$ cat src/rtl/lcd_rd_pkg.sv
// Shared definitions for the LCD1602 read-side controller: FSM state
// encoding, default 50 MHz timing constants, RS encoding and a small
// saturating-increment helper used by the poll counter.
package lcd_rd_pkg;

    // Read-cycle phases, in the order a single read walks through them.
    typedef enum logic [2:0] {
        IDLE    = 3'd0,
        SETUP   = 3'd1,
        EHIGH   = 3'd2,
        HOLD    = 3'd3,
        RECOVER = 3'd4,
        FIN     = 3'd5
    } state_e;

    // Default timing in 50 MHz clock cycles.
    localparam int unsigned T_AS_DEF     = 3;
    localparam int unsigned T_PW_DEF     = 25;
    localparam int unsigned T_H_DEF      = 2;
    localparam int unsigned T_REC_DEF    = 25;
    localparam int unsigned MAX_POLL_DEF = 1000;

    // Panel RS encoding: instruction register (BF/AC) vs data RAM.
    localparam logic RS_INSTR = 1'b0;
    localparam logic RS_DATA  = 1'b1;

    // Increment that sticks at all-ones instead of wrapping.
    function automatic logic [15:0] sat_inc16(input logic [15:0] v);
        return (v == 16'hFFFF) ? v : v + 16'd1;
    endfunction

endpackage

$ cat src/rtl/lcd_rd_ctrl_if.sv
// Request/response and panel-pin bundle for the LCD read controller.
// master = the requesting client (also supplies the panel data bus),
// slave  = the controller itself.
interface lcd_rd_ctrl_if;

    logic       REQ;
    logic       RS_SEL;
    logic       POLL;
    logic       BUSY;
    logic       BUS_OWN;
    logic       DONE;
    logic [7:0] DOUT;
    logic       BF;
    logic [6:0] AC;
    logic       TIMEOUT;
    logic       LCD_RS;
    logic       LCD_RW;
    logic       LCD_E;
    logic [7:0] DB_I;

    modport master (
        output REQ, RS_SEL, POLL, DB_I,
        input  BUSY, BUS_OWN, DONE, DOUT, BF, AC, TIMEOUT,
        input  LCD_RS, LCD_RW, LCD_E
    );

    modport slave (
        input  REQ, RS_SEL, POLL, DB_I,
        output BUSY, BUS_OWN, DONE, DOUT, BF, AC, TIMEOUT,
        output LCD_RS, LCD_RW, LCD_E
    );

endinterface

$ cat src/rtl/lcd_rd_timer.sv
// 8-bit loadable down-counter that paces each read-cycle phase.
// Loaded with (cycles-1) on phase entry; o_zero marks the phase's last cycle.
module lcd_rd_timer (
    input  logic       C,
    input  logic       nR,
    input  logic       i_load,
    input  logic [7:0] i_value,
    output logic       o_zero
);

    logic [7:0] r_cnt;

    // Load on request, otherwise count down and rest at zero.
    always_ff @(posedge C or negedge nR) begin
        // NOTE: clocked state always uses non-blocking assignments so every
        // register sees pre-edge values and simulation matches the netlist.
        if (!nR) begin
            r_cnt <= 8'd0;
        end else if (i_load) begin
            r_cnt <= i_value;
        end else if (r_cnt != 8'd0) begin
            r_cnt <= r_cnt - 8'd1;
        end
    end

    assign o_zero = (r_cnt == 8'd0);

endmodule

$ cat src/rtl/lcd_rd_ctrl.sv
// LCD1602 read-side bus controller. Runs one RW=1 read cycle per request
// (setup, E pulse, hold, recovery), samples DB at the end of the E pulse,
// and optionally repeats busy-flag reads until BF clears or a limit is hit.
module lcd_rd_ctrl
    import lcd_rd_pkg::*;
#(
    parameter int unsigned T_AS     = T_AS_DEF,
    parameter int unsigned T_PW     = T_PW_DEF,
    parameter int unsigned T_H      = T_H_DEF,
    parameter int unsigned T_REC    = T_REC_DEF,
    parameter int unsigned MAX_POLL = MAX_POLL_DEF
) (
    input  logic         C,
    input  logic         nR,
    lcd_rd_ctrl_if.slave bus
);

    // Timer reload values: a phase of N cycles loads N-1.
    localparam logic [7:0]  LD_AS    = 8'(T_AS - 1);
    localparam logic [7:0]  LD_PW    = 8'(T_PW - 1);
    localparam logic [7:0]  LD_H     = 8'(T_H - 1);
    localparam logic [7:0]  LD_REC   = 8'(T_REC - 1);
    localparam logic [15:0] POLL_LIM = 16'(MAX_POLL);

    state_e      r_state,    w_state_nxt;
    logic        r_rs_lat,   w_rs_lat_nxt;
    logic        r_poll_lat, w_poll_lat_nxt;
    logic [15:0] r_poll_cnt, w_poll_cnt_nxt;
    logic [7:0]  r_dout,     w_dout_nxt;
    logic        r_bf,       w_bf_nxt;
    logic [6:0]  r_ac,       w_ac_nxt;
    logic        r_timeout,  w_timeout_nxt;
    logic        r_done,     w_done_nxt;
    logic        r_busy,     w_busy_nxt;
    logic        r_bus_own,  w_bus_own_nxt;
    logic        r_lcd_rs,   w_lcd_rs_nxt;
    logic        r_lcd_rw,   w_lcd_rw_nxt;
    logic        r_lcd_e,    w_lcd_e_nxt;

    logic        w_tmr_load;
    logic [7:0]  w_tmr_value;
    logic        w_tmr_zero;
    logic        w_still_busy;

    lcd_rd_timer u_timer (
        .C       (C),
        .nR      (nR),
        .i_load  (w_tmr_load),
        .i_value (w_tmr_value),
        .o_zero  (w_tmr_zero)
    );

    // Another poll round is wanted when polling and the last BF read was 1.
    assign w_still_busy = r_poll_lat && r_dout[7];

    // Next-state and next-output logic for the read sequence.
    always_comb begin
        // NOTE: every signal gets a default before the case so no path
        // leaves one unassigned, which would otherwise infer a latch.
        w_state_nxt    = r_state;
        w_rs_lat_nxt   = r_rs_lat;
        w_poll_lat_nxt = r_poll_lat;
        w_poll_cnt_nxt = r_poll_cnt;
        w_dout_nxt     = r_dout;
        w_bf_nxt       = r_bf;
        w_ac_nxt       = r_ac;
        w_timeout_nxt  = r_timeout;
        w_done_nxt     = 1'b0;
        w_busy_nxt     = r_busy;
        w_bus_own_nxt  = r_bus_own;
        w_lcd_rs_nxt   = r_lcd_rs;
        w_lcd_rw_nxt   = r_lcd_rw;
        w_lcd_e_nxt    = r_lcd_e;
        w_tmr_load     = 1'b0;
        w_tmr_value    = 8'd0;

        case (r_state)
            IDLE: begin
                w_lcd_rw_nxt = 1'b0;
                w_lcd_e_nxt  = 1'b0;
                if (bus.REQ) begin
                    w_rs_lat_nxt   = bus.RS_SEL;
                    w_poll_lat_nxt = bus.POLL && (bus.RS_SEL == RS_INSTR);
                    w_lcd_rs_nxt   = bus.RS_SEL;
                    w_lcd_rw_nxt   = 1'b1;
                    w_busy_nxt     = 1'b1;
                    w_bus_own_nxt  = 1'b1;
                    w_poll_cnt_nxt = 16'd1;
                    w_timeout_nxt  = 1'b0;
                    w_tmr_load     = 1'b1;
                    w_tmr_value    = LD_AS;
                    w_state_nxt    = SETUP;
                end
            end

            SETUP: begin
                if (w_tmr_zero) begin
                    w_lcd_e_nxt = 1'b1;
                    w_tmr_load  = 1'b1;
                    w_tmr_value = LD_PW;
                    w_state_nxt = EHIGH;
                end
            end

            EHIGH: begin
                // Panel data is valid by the last E-high cycle; capture it
                // on the same edge that drops E.
                if (w_tmr_zero) begin
                    w_dout_nxt  = bus.DB_I;
                    w_lcd_e_nxt = 1'b0;
                    w_tmr_load  = 1'b1;
                    w_tmr_value = LD_H;
                    w_state_nxt = HOLD;
                end
            end

            HOLD: begin
                if (w_tmr_zero) begin
                    w_lcd_rw_nxt  = 1'b0;
                    w_bus_own_nxt = 1'b0;
                    w_tmr_load    = 1'b1;
                    w_tmr_value   = LD_REC;
                    w_state_nxt   = RECOVER;
                end
            end

            RECOVER: begin
                if (w_tmr_zero) begin
                    if (w_still_busy && (r_poll_cnt < POLL_LIM)) begin
                        w_poll_cnt_nxt = sat_inc16(r_poll_cnt);
                        w_lcd_rw_nxt   = 1'b1;
                        w_bus_own_nxt  = 1'b1;
                        w_tmr_load     = 1'b1;
                        w_tmr_value    = LD_AS;
                        w_state_nxt    = SETUP;
                    end else begin
                        w_timeout_nxt = w_still_busy;
                        w_done_nxt    = 1'b1;
                        if (r_rs_lat == RS_DATA) begin
                            w_bf_nxt = 1'b0;
                            w_ac_nxt = 7'd0;
                        end else begin
                            w_bf_nxt = r_dout[7];
                            w_ac_nxt = r_dout[6:0];
                        end
                        w_state_nxt = FIN;
                    end
                end
            end

            FIN: begin
                w_busy_nxt  = 1'b0;
                w_state_nxt = IDLE;
            end

            default: begin
                w_lcd_rw_nxt  = 1'b0;
                w_lcd_e_nxt   = 1'b0;
                w_bus_own_nxt = 1'b0;
                w_busy_nxt    = 1'b0;
                w_state_nxt   = IDLE;
            end
        endcase
    end

    // State and registered outputs; reset drops E and RW at once.
    always_ff @(posedge C or negedge nR) begin
        if (!nR) begin
            r_state    <= IDLE;
            r_rs_lat   <= 1'b0;
            r_poll_lat <= 1'b0;
            r_poll_cnt <= 16'd0;
            r_dout     <= 8'd0;
            r_bf       <= 1'b0;
            r_ac       <= 7'd0;
            r_timeout  <= 1'b0;
            r_done     <= 1'b0;
            r_busy     <= 1'b0;
            r_bus_own  <= 1'b0;
            r_lcd_rs   <= 1'b0;
            r_lcd_rw   <= 1'b0;
            r_lcd_e    <= 1'b0;
        end else begin
            r_state    <= w_state_nxt;
            r_rs_lat   <= w_rs_lat_nxt;
            r_poll_lat <= w_poll_lat_nxt;
            r_poll_cnt <= w_poll_cnt_nxt;
            r_dout     <= w_dout_nxt;
            r_bf       <= w_bf_nxt;
            r_ac       <= w_ac_nxt;
            r_timeout  <= w_timeout_nxt;
            r_done     <= w_done_nxt;
            r_busy     <= w_busy_nxt;
            r_bus_own  <= w_bus_own_nxt;
            r_lcd_rs   <= w_lcd_rs_nxt;
            r_lcd_rw   <= w_lcd_rw_nxt;
            r_lcd_e    <= w_lcd_e_nxt;
        end
    end

    assign bus.BUSY    = r_busy;
    assign bus.BUS_OWN = r_bus_own;
    assign bus.DONE    = r_done;
    assign bus.DOUT    = r_dout;
    assign bus.BF      = r_bf;
    assign bus.AC      = r_ac;
    assign bus.TIMEOUT = r_timeout;
    assign bus.LCD_RS  = r_lcd_rs;
    assign bus.LCD_RW  = r_lcd_rw;
    assign bus.LCD_E   = r_lcd_e;

endmodule

$ cat src/flat_wrapper.sv
// flat-port wrapper written by rule: the top's interface ports become plain ports
module lcd_rd_ctrl_flat import lcd_rd_pkg::*;
#(
    parameter int unsigned T_AS     = T_AS_DEF,
    parameter int unsigned T_PW     = T_PW_DEF,
    parameter int unsigned T_H      = T_H_DEF,
    parameter int unsigned T_REC    = T_REC_DEF,
    parameter int unsigned MAX_POLL = MAX_POLL_DEF
)
  (C, nR, bus_REQ, bus_RS_SEL, bus_POLL, bus_DB_I, bus_BUSY, bus_BUS_OWN, bus_DONE, bus_DOUT, bus_BF, bus_AC, bus_TIMEOUT, bus_LCD_RS, bus_LCD_RW, bus_LCD_E);
  lcd_rd_ctrl_if bus_i ();
  input  logic C;
  input  logic nR;
  input wire logic [$bits(bus_i.REQ)-1:0] bus_REQ;
  input wire logic [$bits(bus_i.RS_SEL)-1:0] bus_RS_SEL;
  input wire logic [$bits(bus_i.POLL)-1:0] bus_POLL;
  input wire logic [$bits(bus_i.DB_I)-1:0] bus_DB_I;
  output wire logic [$bits(bus_i.BUSY)-1:0] bus_BUSY;
  output wire logic [$bits(bus_i.BUS_OWN)-1:0] bus_BUS_OWN;
  output wire logic [$bits(bus_i.DONE)-1:0] bus_DONE;
  output wire logic [$bits(bus_i.DOUT)-1:0] bus_DOUT;
  output wire logic [$bits(bus_i.BF)-1:0] bus_BF;
  output wire logic [$bits(bus_i.AC)-1:0] bus_AC;
  output wire logic [$bits(bus_i.TIMEOUT)-1:0] bus_TIMEOUT;
  output wire logic [$bits(bus_i.LCD_RS)-1:0] bus_LCD_RS;
  output wire logic [$bits(bus_i.LCD_RW)-1:0] bus_LCD_RW;
  output wire logic [$bits(bus_i.LCD_E)-1:0] bus_LCD_E;
  assign bus_i.REQ = bus_REQ;
  assign bus_i.RS_SEL = bus_RS_SEL;
  assign bus_i.POLL = bus_POLL;
  assign bus_i.DB_I = bus_DB_I;
  assign bus_BUSY = bus_i.BUSY;
  assign bus_BUS_OWN = bus_i.BUS_OWN;
  assign bus_DONE = bus_i.DONE;
  assign bus_DOUT = bus_i.DOUT;
  assign bus_BF = bus_i.BF;
  assign bus_AC = bus_i.AC;
  assign bus_TIMEOUT = bus_i.TIMEOUT;
  assign bus_LCD_RS = bus_i.LCD_RS;
  assign bus_LCD_RW = bus_i.LCD_RW;
  assign bus_LCD_E = bus_i.LCD_E;
  lcd_rd_ctrl #(.T_AS(T_AS), .T_PW(T_PW), .T_H(T_H), .T_REC(T_REC), .MAX_POLL(MAX_POLL)) u_core (.C(C), .nR(nR), .bus(bus_i));
endmodule
$ cat config.mk
export PLATFORM = sky130hd
export DESIGN_NAME = lcd_rd_ctrl_flat
export DESIGN_NICKNAME = d
export VERILOG_FILES = /design/src/rtl/lcd_rd_pkg.sv /design/src/rtl/lcd_rd_ctrl_if.sv /design/src/rtl/lcd_rd_timer.sv /design/src/rtl/lcd_rd_ctrl.sv /design/src/flat_wrapper.sv
export SDC_FILE = /design/constraint.sdc
export NUM_CORES = 1
export LEC_CHECK = 0
export CAP_MARGIN = 20
export CORE_MARGIN = 5
export CORE_UTILIZATION = 30
export CTS_CLUSTER_SIZE = 12
export DETAILED_ROUTE_END_ITERATION = 7
export SYNTH_ARGS = -nofsm -noshare
export SYNTH_HDL_FRONTEND = slang
export SYNTH_HIERARCHICAL = 1
export SYNTH_SLANG_ARGS = --single-unit
$ cat constraint.sdc
create_clock -name C -period 3.87 [get_ports C]
set_input_delay 0.774 -clock C [delete_from_list [all_inputs] [get_ports C]]
set_output_delay 0.774 -clock C [all_outputs]
set_load 0.05 [all_outputs]
Yosys cells after proc, flatten, opt, wreduce, memory -nomap -nowiden

Cells that the tools add are included.

Output and inout bits: 23
Register bits after elaboration: 51
ROM bits: 0
Input port bits: 13
Memories kept: 0
Memory bits (writable): 0
Word-level logic and storage cells: 102
Latch bits: 0

Reductions and logical operators: 23
Bitwise gates (word level): 5
Multipliers: 0
$lt $le $gt $ge: 1
Divide/modulo/power cells: 0
Eq/ne operators: 14
Add/sub/neg operators: 2
Shift-type cells: 0
Muxes and demuxes: 43

Operator list:

| operator              | number |
|---|---|
| $mux 16               | 4 |
| $pmux 16 s2           | 1 |
| $pmux 8 s4            | 1 |
| $mux 8                | 3 |
| $mux 3                | 6 |
| $mux 1                | 17 |
| $add 16x1->16 const B | 1 |
| $eq 16x16->1 const B  | 1 |
| $lt 16x10->1 const B  | 1 |
| $pmux 3 s5            | 1 |
| $reduce_and 5->1      | 3 |
| $ne 2x2->1 const B    | 7 |
| $reduce_or 3->1       | 3 |
| $logic_not 8->1       | 1 |
| $pmux 1 s4            | 2 |
| $reduce_and 4->1      | 2 |
| $reduce_bool 8->1     | 1 |
| $sub 8x1->8 const B   | 1 |
| $mux 7                | 1 |
| $eq 3x2->1 const B    | 2 |
| $eq 3x3->1 const B    | 2 |
| $pmux 1 s3            | 2 |
| $reduce_and 2->1      | 3 |
| $reduce_and 3->1      | 2 |
| 11 further kinds      | 20 |

Logic depth before layout (Yosys ltp)

Gate-level depths: netlist of run 1.

Word-level depth: 6
Depth in mapped cells: 13
Depth with buffers taken out: 11

Modules after synthesis

Netlist of run 1, hierarchy kept.

Modules (own cells, without submodules):

| module       | seq. area each (um^2) | cells an instance | instances | area an instance (um^2) |
|---|---|---|---|---|
| lcd_rd_ctrl  | 1,076.0               | 182               | 1         | 2,055.7 |
| lcd_rd_timer | 200.2                 | 54                | 1         | 488.0 |

Worst setup path after synthesis of run 1

OpenSTA, ideal clock, no wires.

Kind: register -> register
Start: register u_core.u_timer.r_cnt[3]
End: register u_core.u_timer.r_cnt[5]
Period minus slack after synthesis: 3.294 ns
Slack: 0.576 ns
Arrival: 3.191 ns
Stages on the path, launching flop included: 12
Required time: 3.766 ns
Path buffers: 3
Setup time: 0.104 ns
Path through: dfrtp_1 -> buf_6 -> or4_4 -> nor3_1 -> mux2i_1 -> nor3_1 -> o21ai_4 -> buf_6 -> o21ai_0 -> inv_1 -> clkbuf_1 -> a221oi_1

Word-level cells in the longest chain between the ends: 4
Elaborated cells between the ends (all ways): 9
Those cells by class: 1 x add/sub; 5 x mux; 3 x reduce/logical

Ends and longest elaborated chain:

| what                                               | line               | RTL |
|---|---|---|
| start: declaration                                 | lcd_rd_timer.sv:11 | `logic [7:0] r_cnt;` |
| start signal: assignment                           | lcd_rd_timer.sv:20 | `r_cnt <= i_value;` |
| start signal: assignment                           | lcd_rd_timer.sv:22 | `r_cnt <= r_cnt - 8'd1;` |
| $logic_not 8->1 (*)                                | lcd_rd_timer.sv:26 | `assign o_zero = (r_cnt == 8'd0);` |
| net u_core.w_tmr_zero                              | lcd_rd_ctrl.sv:42  | `logic w_tmr_zero;` |
| $mux 1 (on tied branches)                          | -                  |  |
| $pmux 1 s3 (*)                                     | lcd_rd_ctrl.sv:77  | `case (r_state)` |
| net u_core.w_tmr_load                              | lcd_rd_ctrl.sv:40  | `logic w_tmr_load;` |
| $mux 8 / $reduce_bool 2->1 (equally long branches) | -                  |  |

Mark *: on every way through the listed nets, which the timed path passes. The rest lies on a longest branch. The select of a mux whose other input is x is not followed.
A chain may end at the register's enable or synchronous reset.

Worst setup path in the final report of run 1

Start: register u_core.u_timer.r_cnt[3]
End: register u_core.u_timer.r_cnt[0]

Same word-level chain as after synthesis.

==> flow_summary.yaml, run 1 <==
outcome:
  run_status: "finished clean"
final_layout:
  insertedDiodeCount: 0
  layout-drive-gt1-share_pct: 15.8
  utilization_pct: 38.1
  area_delta_synth_final_pct: 23.8
  design.final.nets: 292
floorplan:
  ioPinCount: 36
  rows: 33
  effective_utilization_at_floorplan_pct: 30.8
  die_y_um: 102
  core-area_um2: 8260
  fp.dieW_um: 102
  fp.dieArea_um2: 10400
global_route:
  groute.layer.met1.usage_pct: 14.2
  grt.total_usage_pct: 11.3
  first_global_vias: 1899
  gr-total-overflow: 0
  grt-busiest-layer: "met2"
  grt_first_pass_wirelength_um: 9360
  grt_antenna_before_repair: 0
  global_route.usage.met2_pct: 18.9
  use_met3_pct: 3.14
  grt_max_degree: 33
routing:
  routedWlPerCell_um: 14.5
  vias_per_cell: 4.98
  postRouteWirelength_um: 5570
  detailroute.via_count: 1906
  first_iter_violations: 139
  firstDrtPassIters: 4
  detail-route-antenna-nets: 0
  drcViolationCount: 0
cts:
  cts_hold_repair.buffers: 0
  worst_skew_pair.late_latency_ns: 0.30
  cts_setup_buffers: 0
  cts-buffers-inserted: 5
  ctsLongestPathBuffers: 2
  clk_transition_reported_paths_ns: 0.10
  ctsRootBufferMaster: "sky130_fd_sc_hd__clkbuf_8"
  cts_sinks: 51
  htree_levels: 2
  ctsResizeCount: 0
  tritoncts: "done"
setup_path:
  setup.reg_to_reg.worst_slack_ns: 0.59
  end_kind: "register"
  timing.reg2reg.worst_path_depth: 9
  r2r-start: "u_core/u_timer/r_cnt[3]"
  critPathLaunchType: "register"
  timing.rr.end: "u_core/u_timer/r_cnt[0]"
  worstPathRequired_ns: 4.07
  category_of_the_critical_setup_timing_path: "register to register"
  worstPathArrival_ns: 3.47
  worst-path-max-fanout: 15
placed_design:
  dpl.hpwl_um: 4020
  gp_congestion: 0.872
  port_buffers: 35
sta:
  setup-tns-final_ns: 0
  period_utilisation_layout_pct: 84.7
  layout_min_cycle_time_ns: 3.28
  timing.max_slew.rel_slack_pct: 50.1
  timing.fmax_mhz: 305
  unrepaired_setup_endpoints_after_global_routing: "false"
  worst-slew-pin-transition_ns: 0.740
  report.final.slew_viol_count: 0
  clock_skew_ns: 0.00446
  setup_violations: 0
  final_hold_viol_count: 0
synthesis:
  synthArstFlopShare_pct: 100
  synth_xor_xnor_area_share_pct: 0.689
  post_synth_instance_area_um2: 2540
  synthAdderAreaFrac_pct: 0.984
  yosys.area_share.simple_pct: 19.1
  postSynthCellCount: 236
  synth-edff-count: 0
  synth_area_in_compound_gates_pct: 16.6
  synth.area.mux_share_pct: 8.71
  largest_family_of_logic_cells_by_synthesized_area: "simple AND/OR/NAND/NOR gates"
  avgSynthCellArea_um2: 10.8
  synth_top_flop_cell: "sky130_fd_sc_hd__dfrtp_1"
  number_of_different_library_cells_in_the_post_synthesis_netlist: 55
  synth-seq-cells: 51
  post_synth_main_area_contributors: "sky130_fd_sc_hd__dfrtp_1 (50%), sky130_fd_sc_hd__mux2_2 (7.5%), sky130_fd_sc_hd__o21ai_0 (3.0%)"
  yosysTopAreaCell: "sky130_fd_sc_hd__dfrtp_1"
  area_share_of_the_largest_cell_type_after_synthesis_pct: 50.2
  yosys_warnings: 6
  seq_total_area_yosys_pct: 50.2
worst_hold_path:
  timing.hold.worst.start: "u_core/r_poll_cnt[12]"
  min_path_cells: 1
  holdCritPathClass: "register to register"
  whs_endpoint: "u_core/r_poll_cnt[12]"
power_and_ir_drop:
  p_leak_uw: 0.00132
  p_per_area_nw_per_um2: 475
  vdd_ir_drop_max_mv: 0.197
job:
  cap_viol_max_count: 0
-- worst max-delay path by stage --
stage                                  from                 endpoint  slack [ns]  cells after the start
finish              u_core/u_timer/r_cnt[3]  u_core/u_timer/r_cnt[0]        0.59                      9
global route        u_core/u_timer/r_cnt[3]  u_core/u_timer/r_cnt[5]        0.28                      9
CTS                 u_core/u_timer/r_cnt[3]  u_core/u_timer/r_cnt[0]        0.60                      9
detailed placement  u_core/u_timer/r_cnt[3]  u_core/u_timer/r_cnt[0]        0.63                      9
global placement                    bus_REQ  u_core/u_timer/r_cnt[0]        0.74                      7
floorplan           u_core/u_timer/r_cnt[3]  u_core/u_timer/r_cnt[5]        0.58                     11
-- layout make-up --
cell class / count / area (um^2)
Sequential cell: 51 / 1280
Fill cell: 816 / 5110
Multi-Input combinational cell: 169 / 1190
Clock buffer: 5 / 68.8
Clock inverter: 3 / 67.6
Tap cell: 105 / 131
Timing Repair Buffer: 39 / 375
Inverter: 11 / 41.3
-- synth_stat cells, types with 2 or more instances --
cell,instances
sky130_fd_sc_hd__nand3_1,3
sky130_fd_sc_hd__nor3_1,9
sky130_fd_sc_hd__o221a_2,2
sky130_fd_sc_hd__and3_1,2
sky130_fd_sc_hd__a2bb2oi_1,2
sky130_fd_sc_hd__nor4_1,2
sky130_fd_sc_hd__inv_1,10
sky130_fd_sc_hd__a31oi_1,3
sky130_fd_sc_hd__buf_2,3
sky130_fd_sc_hd__o211ai_1,4
sky130_fd_sc_hd__and2_1,7
sky130_fd_sc_hd__o21ai_1,2
sky130_fd_sc_hd__a22o_1,2
sky130_fd_sc_hd__mux2_2,17
sky130_fd_sc_hd__clkbuf_1,2
sky130_fd_sc_hd__a21oi_1,6
sky130_fd_sc_hd__o21ai_0,15
sky130_fd_sc_hd__and4bb_2,2
sky130_fd_sc_hd__buf_6,2
sky130_fd_sc_hd__o22a_1,5
sky130_fd_sc_hd__nand3b_1,3
sky130_fd_sc_hd__dfrtp_1,51
sky130_fd_sc_hd__nor3b_1,3
sky130_fd_sc_hd__nor2b_1,10
sky130_fd_sc_hd__ha_1,2
sky130_fd_sc_hd__nand2b_1,4
sky130_fd_sc_hd__nor2_1,11
sky130_fd_sc_hd__a21boi_0,2
sky130_fd_sc_hd__nand2_1,19
sky130_fd_sc_hd__o31ai_1,4
sky130_fd_sc_hd__mux2i_1,3
-- power by group --
group | internal [uW] | total [uW] | switching (uW)
Combinational | 152 | 337 | 185
Clock | 258 | 439 | 182
Sequential | 602 | 718 | 115
-- metal layers --
metal,vias to the layer above,share of wire [%]
li1,937,-
met3,5,5.2
met2,54,49
met1,910,45
met4,0,0.95
met5,-,0
-- registers in the layout, indices dropped and copies added, names as in the netlist --
| signal | count |
|---|---|
| u_core/bus.AC | 7 |
| u_core/bus.BF | 1 |
| u_core/bus.BUSY | 1 |
| u_core/bus.BUS_OWN | 1 |
| u_core/bus.DONE | 1 |
| u_core/bus.DOUT | 8 |
| u_core/bus.LCD_E | 1 |
| u_core/bus.LCD_RS | 1 |
| u_core/bus.LCD_RW | 1 |
| u_core/bus.TIMEOUT | 1 |
| u_core/r_poll_cnt | 16 |
| u_core/r_poll_lat | 1 |
| u_core/r_state | 3 |
| u_core/u_timer/r_cnt | 8 |
-- placed cells by master, fill, tap and decap left out, types with 3 or more instances in the layout --
| cell | n |
|---|---|
| sky130_fd_sc_hd__nand3b_1 | 3 |
| sky130_fd_sc_hd__o22a_1 | 5 |
| sky130_fd_sc_hd__nor3_1 | 9 |
| sky130_fd_sc_hd__nand3_1 | 3 |
| sky130_fd_sc_hd__a21oi_1 | 6 |
| sky130_fd_sc_hd__nand2b_1 | 4 |
| sky130_fd_sc_hd__o211ai_1 | 4 |
| sky130_fd_sc_hd__dfrtp_1 | 51 |
| sky130_fd_sc_hd__nor3b_1 | 3 |
| sky130_fd_sc_hd__nor2_1 | 11 |
| sky130_fd_sc_hd__o21ai_0 | 15 |
| sky130_fd_sc_hd__clkdlybuf4s50_1 | 34 |
| sky130_fd_sc_hd__nand2_1 | 19 |
| sky130_fd_sc_hd__nor2b_1 | 10 |
| sky130_fd_sc_hd__o31ai_1 | 4 |
| sky130_fd_sc_hd__mux2_2 | 17 |
| sky130_fd_sc_hd__inv_1 | 10 |
| sky130_fd_sc_hd__a31oi_1 | 3 |
| sky130_fd_sc_hd__mux2i_1 | 3 |
| sky130_fd_sc_hd__clkbuf_8 | 5 |
| sky130_fd_sc_hd__and2_1 | 7 |
| sky130_fd_sc_hd__buf_4 | 4 |
| sky130_fd_sc_hd__conb_1 | 4 |
-- kinds of logic (layout without fill, tap and decap cells) --
group / Yosys count / in the layout
AOI/OAI and AO/OA: 57 / 57
xor gates and xnor gates: 2 / 2
adders and majority gates: 2 / 2
buffers and inverters: 19 / 58
DFF: 51 / 51
muxes: 20 / 20
other: 1 / 4
and+or+nand+nor: 84 / 84
-- through the flow --
stage | std cells | power, uW | setup WS, ns | cell area, um^2 | hold WS (ns)
after floorplan | 239 | 952 | 0.576 | 2550 | 0.445
after global routing | 383 | 1580 | 0.281 | 3150 | 0.531
after global placement | 375 | 1050 | 0.744 | 3010 | 0.462
after detailed placement | 375 | 1060 | 0.629 | 3010 | 0.466
final | 383 | 1490 | 0.593 | 3150 | 0.482
after CTS | 383 | 1510 | 0.603 | 3150 | 0.491
-- critical path, stage by stage, from the launching register on --
cell and delay (ns):
sky130_fd_sc_hd__dfrtp_1 0.48, sky130_fd_sc_hd__or4_4 0.59, sky130_fd_sc_hd__nor3_1 0.15, sky130_fd_sc_hd__buf_4 0.20, sky130_fd_sc_hd__mux2i_1 0.09, sky130_fd_sc_hd__nor3_1 0.35
sky130_fd_sc_hd__o21ai_4 0.22, sky130_fd_sc_hd__o21ai_0 0.35, sky130_fd_sc_hd__inv_1 0.36, sky130_fd_sc_hd__o221a_2 0.37
Power figures use the tool's default switching activity.
==> inputs of run 2 (changes only) <==
clock period = 2.8 ns   (was 3.87 ns; I/O delays follow)
==> run 2 against run 1 <==
  * Critical path depth down 1
  * Cell count rose by 0.78%
  * Die area unchanged
==> flow_summary.yaml, run 2 (same netlist as run 1, synthesis figures left out) <==
outcome:
  run_status: "finished clean"
global_route:
  grt_first_pass_wirelength_um: 9430
  first_global_vias: 1979
  grt_max_degree: 52
  gr-total-overflow: 0
  grt_antenna_before_repair: 0
  grt.total_usage_pct: 11.2
job:
  cap_viol_max_count: 0
sta:
  worst-slew-pin-transition_ns: 0.660
  layout_min_cycle_time_ns: 2.56
  timing.fmax_mhz: 390
  report.final.slew_viol_count: 0
  setup-tns-final_ns: 0
  timing.max_slew.rel_slack_pct: 56.0
  clock_skew_ns: 0.0130
  period_utilisation_layout_pct: 91.6
  final_hold_viol_count: 0
  setup_violations: 0
  unrepaired_setup_endpoints_after_global_routing: "false"
routing:
  met3WireLength_um: 234
  first_iter_violations: 74
  met1Wirelength_um: 2590
  firstDrtPassIters: 4
  highest_layer: "met3"
  detailroute.via_count: 1932
  drcViolationCount: 0
  vias_per_cell: 5.01
  postRouteWirelength_um: 5550
  routedWlPerCell_um: 14.4
  total_length_of_routed_met2_wires_um: 2730
  detail-route-antenna-nets: 0
floorplan:
  fp.dieW_um: 102
  die_y_um: 102
  rows: 33
  effective_utilization_at_floorplan_pct: 30.8
  ioPinCount: 36
  fp.dieArea_um2: 10400
  core-area_um2: 8260
cts:
  ctsResizeCount: 0
  tritoncts: "done"
  ctsLongestPathBuffers: 2
  ctsRootBufferMaster: "sky130_fd_sc_hd__clkbuf_8"
  cts_setup_buffers: 0
  clk_transition_reported_paths_ns: 0.10
  cts-buffers-inserted: 5
  htree_levels: 2
  worst_skew_pair.late_latency_ns: 0.31
  cts_hold_repair.buffers: 0
  cts_sinks: 51
final_layout:
  area_delta_synth_final_pct: 23.9
  fill_cells: 831
  design.final.nets: 295
  insertedDiodeCount: 0
  final_cell_mix: "sky130_fd_sc_hd__dfrtp_1 (51), sky130_fd_sc_hd__clkdlybuf4s50_1 (34), sky130_fd_sc_hd__nand2_1 (19)"
  layout.cells.most_common: "sky130_fd_sc_hd__dfrtp_1"
  registers.top_by_ff_count: "u_core/r_poll_cnt"
  layout-drive-gt1-share_pct: 18.1
  largest_register_ffs: 16
placed_design:
  dpl.hpwl_um: 4040
  gp_congestion: 0.781
  port_buffers: 35
setup_path:
  critPathLaunchType: "register"
  worstPathRequired_ns: 3.00
  worst-path-max-fanout: 12
  setup.reg_to_reg.worst_slack_ns: 0.24
  category_of_the_critical_setup_timing_path: "register to register"
  worstPathArrival_ns: 2.76
  end_kind: "register"
power_and_ir_drop:
  vdd_ir_drop_max_mv: 0.281
  p_leak_uw: 0.00133
  total_power_uw: 1900
  p_per_area_nw_per_um2: 604
worst_hold_path:
  holdCritPathClass: "input port to asynchronous set/reset pin"
## run 2: cell types whose count changed in the layout (fill, tap and decap cells not counted), moves of 2 or more
cell / previous run / this run
sky130_fd_sc_hd__clkinv_4: 0 / 2
sky130_fd_sc_hd__buf_4: 4 / 7
sky130_fd_sc_hd__nor3_1: 9 / 7
sky130_fd_sc_hd__bufinv_16: 2 / 0
## run 2: worst paths after layout
| kind | start | end | depth (start not counted) |
|---|---|---|---|
| min in group C | u_core/r_poll_cnt[12] | u_core/r_poll_cnt[12] | 1 |
| max in group asynchronous | nR | u_core/bus.AC[0] | 2 |
| min reg2reg | u_core/r_poll_cnt[12] | u_core/r_poll_cnt[12] | 1 |
| max reg2reg | u_core/u_timer/r_cnt[3] | u_core/u_timer/r_cnt[0] | 8 |
| max | u_core/u_timer/r_cnt[3] | u_core/u_timer/r_cnt[0] | 8 |
| min | nR | u_core/r_poll_cnt[8] | 2 |
## run 2: layer usage
| metal | vias up | GRT usage (%) |
|---|---|---|
| met5 | - | 0 |
| met4 | 0 | 2.12 |
| met3 | 0 | 3.48 |
| met2 | 33 | 18.8 |
| met1 | 951 | 14.5 |
| li1 | 948 | - |
## run 2: power breakdown
group          total [uW]  internal, uW  leakage, uW  switching [uW]
Sequential            991           833     0.000673             158
Clock                 447           186    0.0000502             262
Combinational         465           212     0.000611             253
## run 2: worst max-delay path, stage by stage (launching register included)
cell and delay (ns):
sky130_fd_sc_hd__dfrtp_1 0.47, sky130_fd_sc_hd__or4_4 0.61, sky130_fd_sc_hd__nor3_4 0.27, sky130_fd_sc_hd__mux2i_1 0.15
sky130_fd_sc_hd__nor3_2 0.23, sky130_fd_sc_hd__o21ai_4 0.10, sky130_fd_sc_hd__o21ai_2 0.14, sky130_fd_sc_hd__inv_2 0.17
sky130_fd_sc_hd__o221a_2 0.31
## run 2: layout make-up
| type | instances | area, um^2 | share of cell area [%] |
|---|---|---|---|
| well taps | 105 | 131 | 4.17 |
| repair buffers | 42 | 398 | 12.6 |
| flip-flops and latches | 51 | 1280 | 40.5 |
| inverters | 11 | 41.3 | 1.31 |
| multi-input cells | 169 | 1210 | 38.3 |
| clock buffers | 5 | 68.8 | 2.18 |
| clock inverters | 3 | 28.8 | 0.913 |
## run 2: metrics by stage
step	hold slack (ns)	util (%)	instance area, um^2	std cells	setup WS (ns)
floorplan	0.264	-	2570	239	0.0840
global placement	0.464	37.0	3050	378	0.178
detailed placement	0.463	37.0	3050	378	0.110
CTS	0.387	38.2	3150	386	0.0835
global route	0.418	38.2	3150	386	0.0235
finish	0.350	38.2	3150	386	0.236
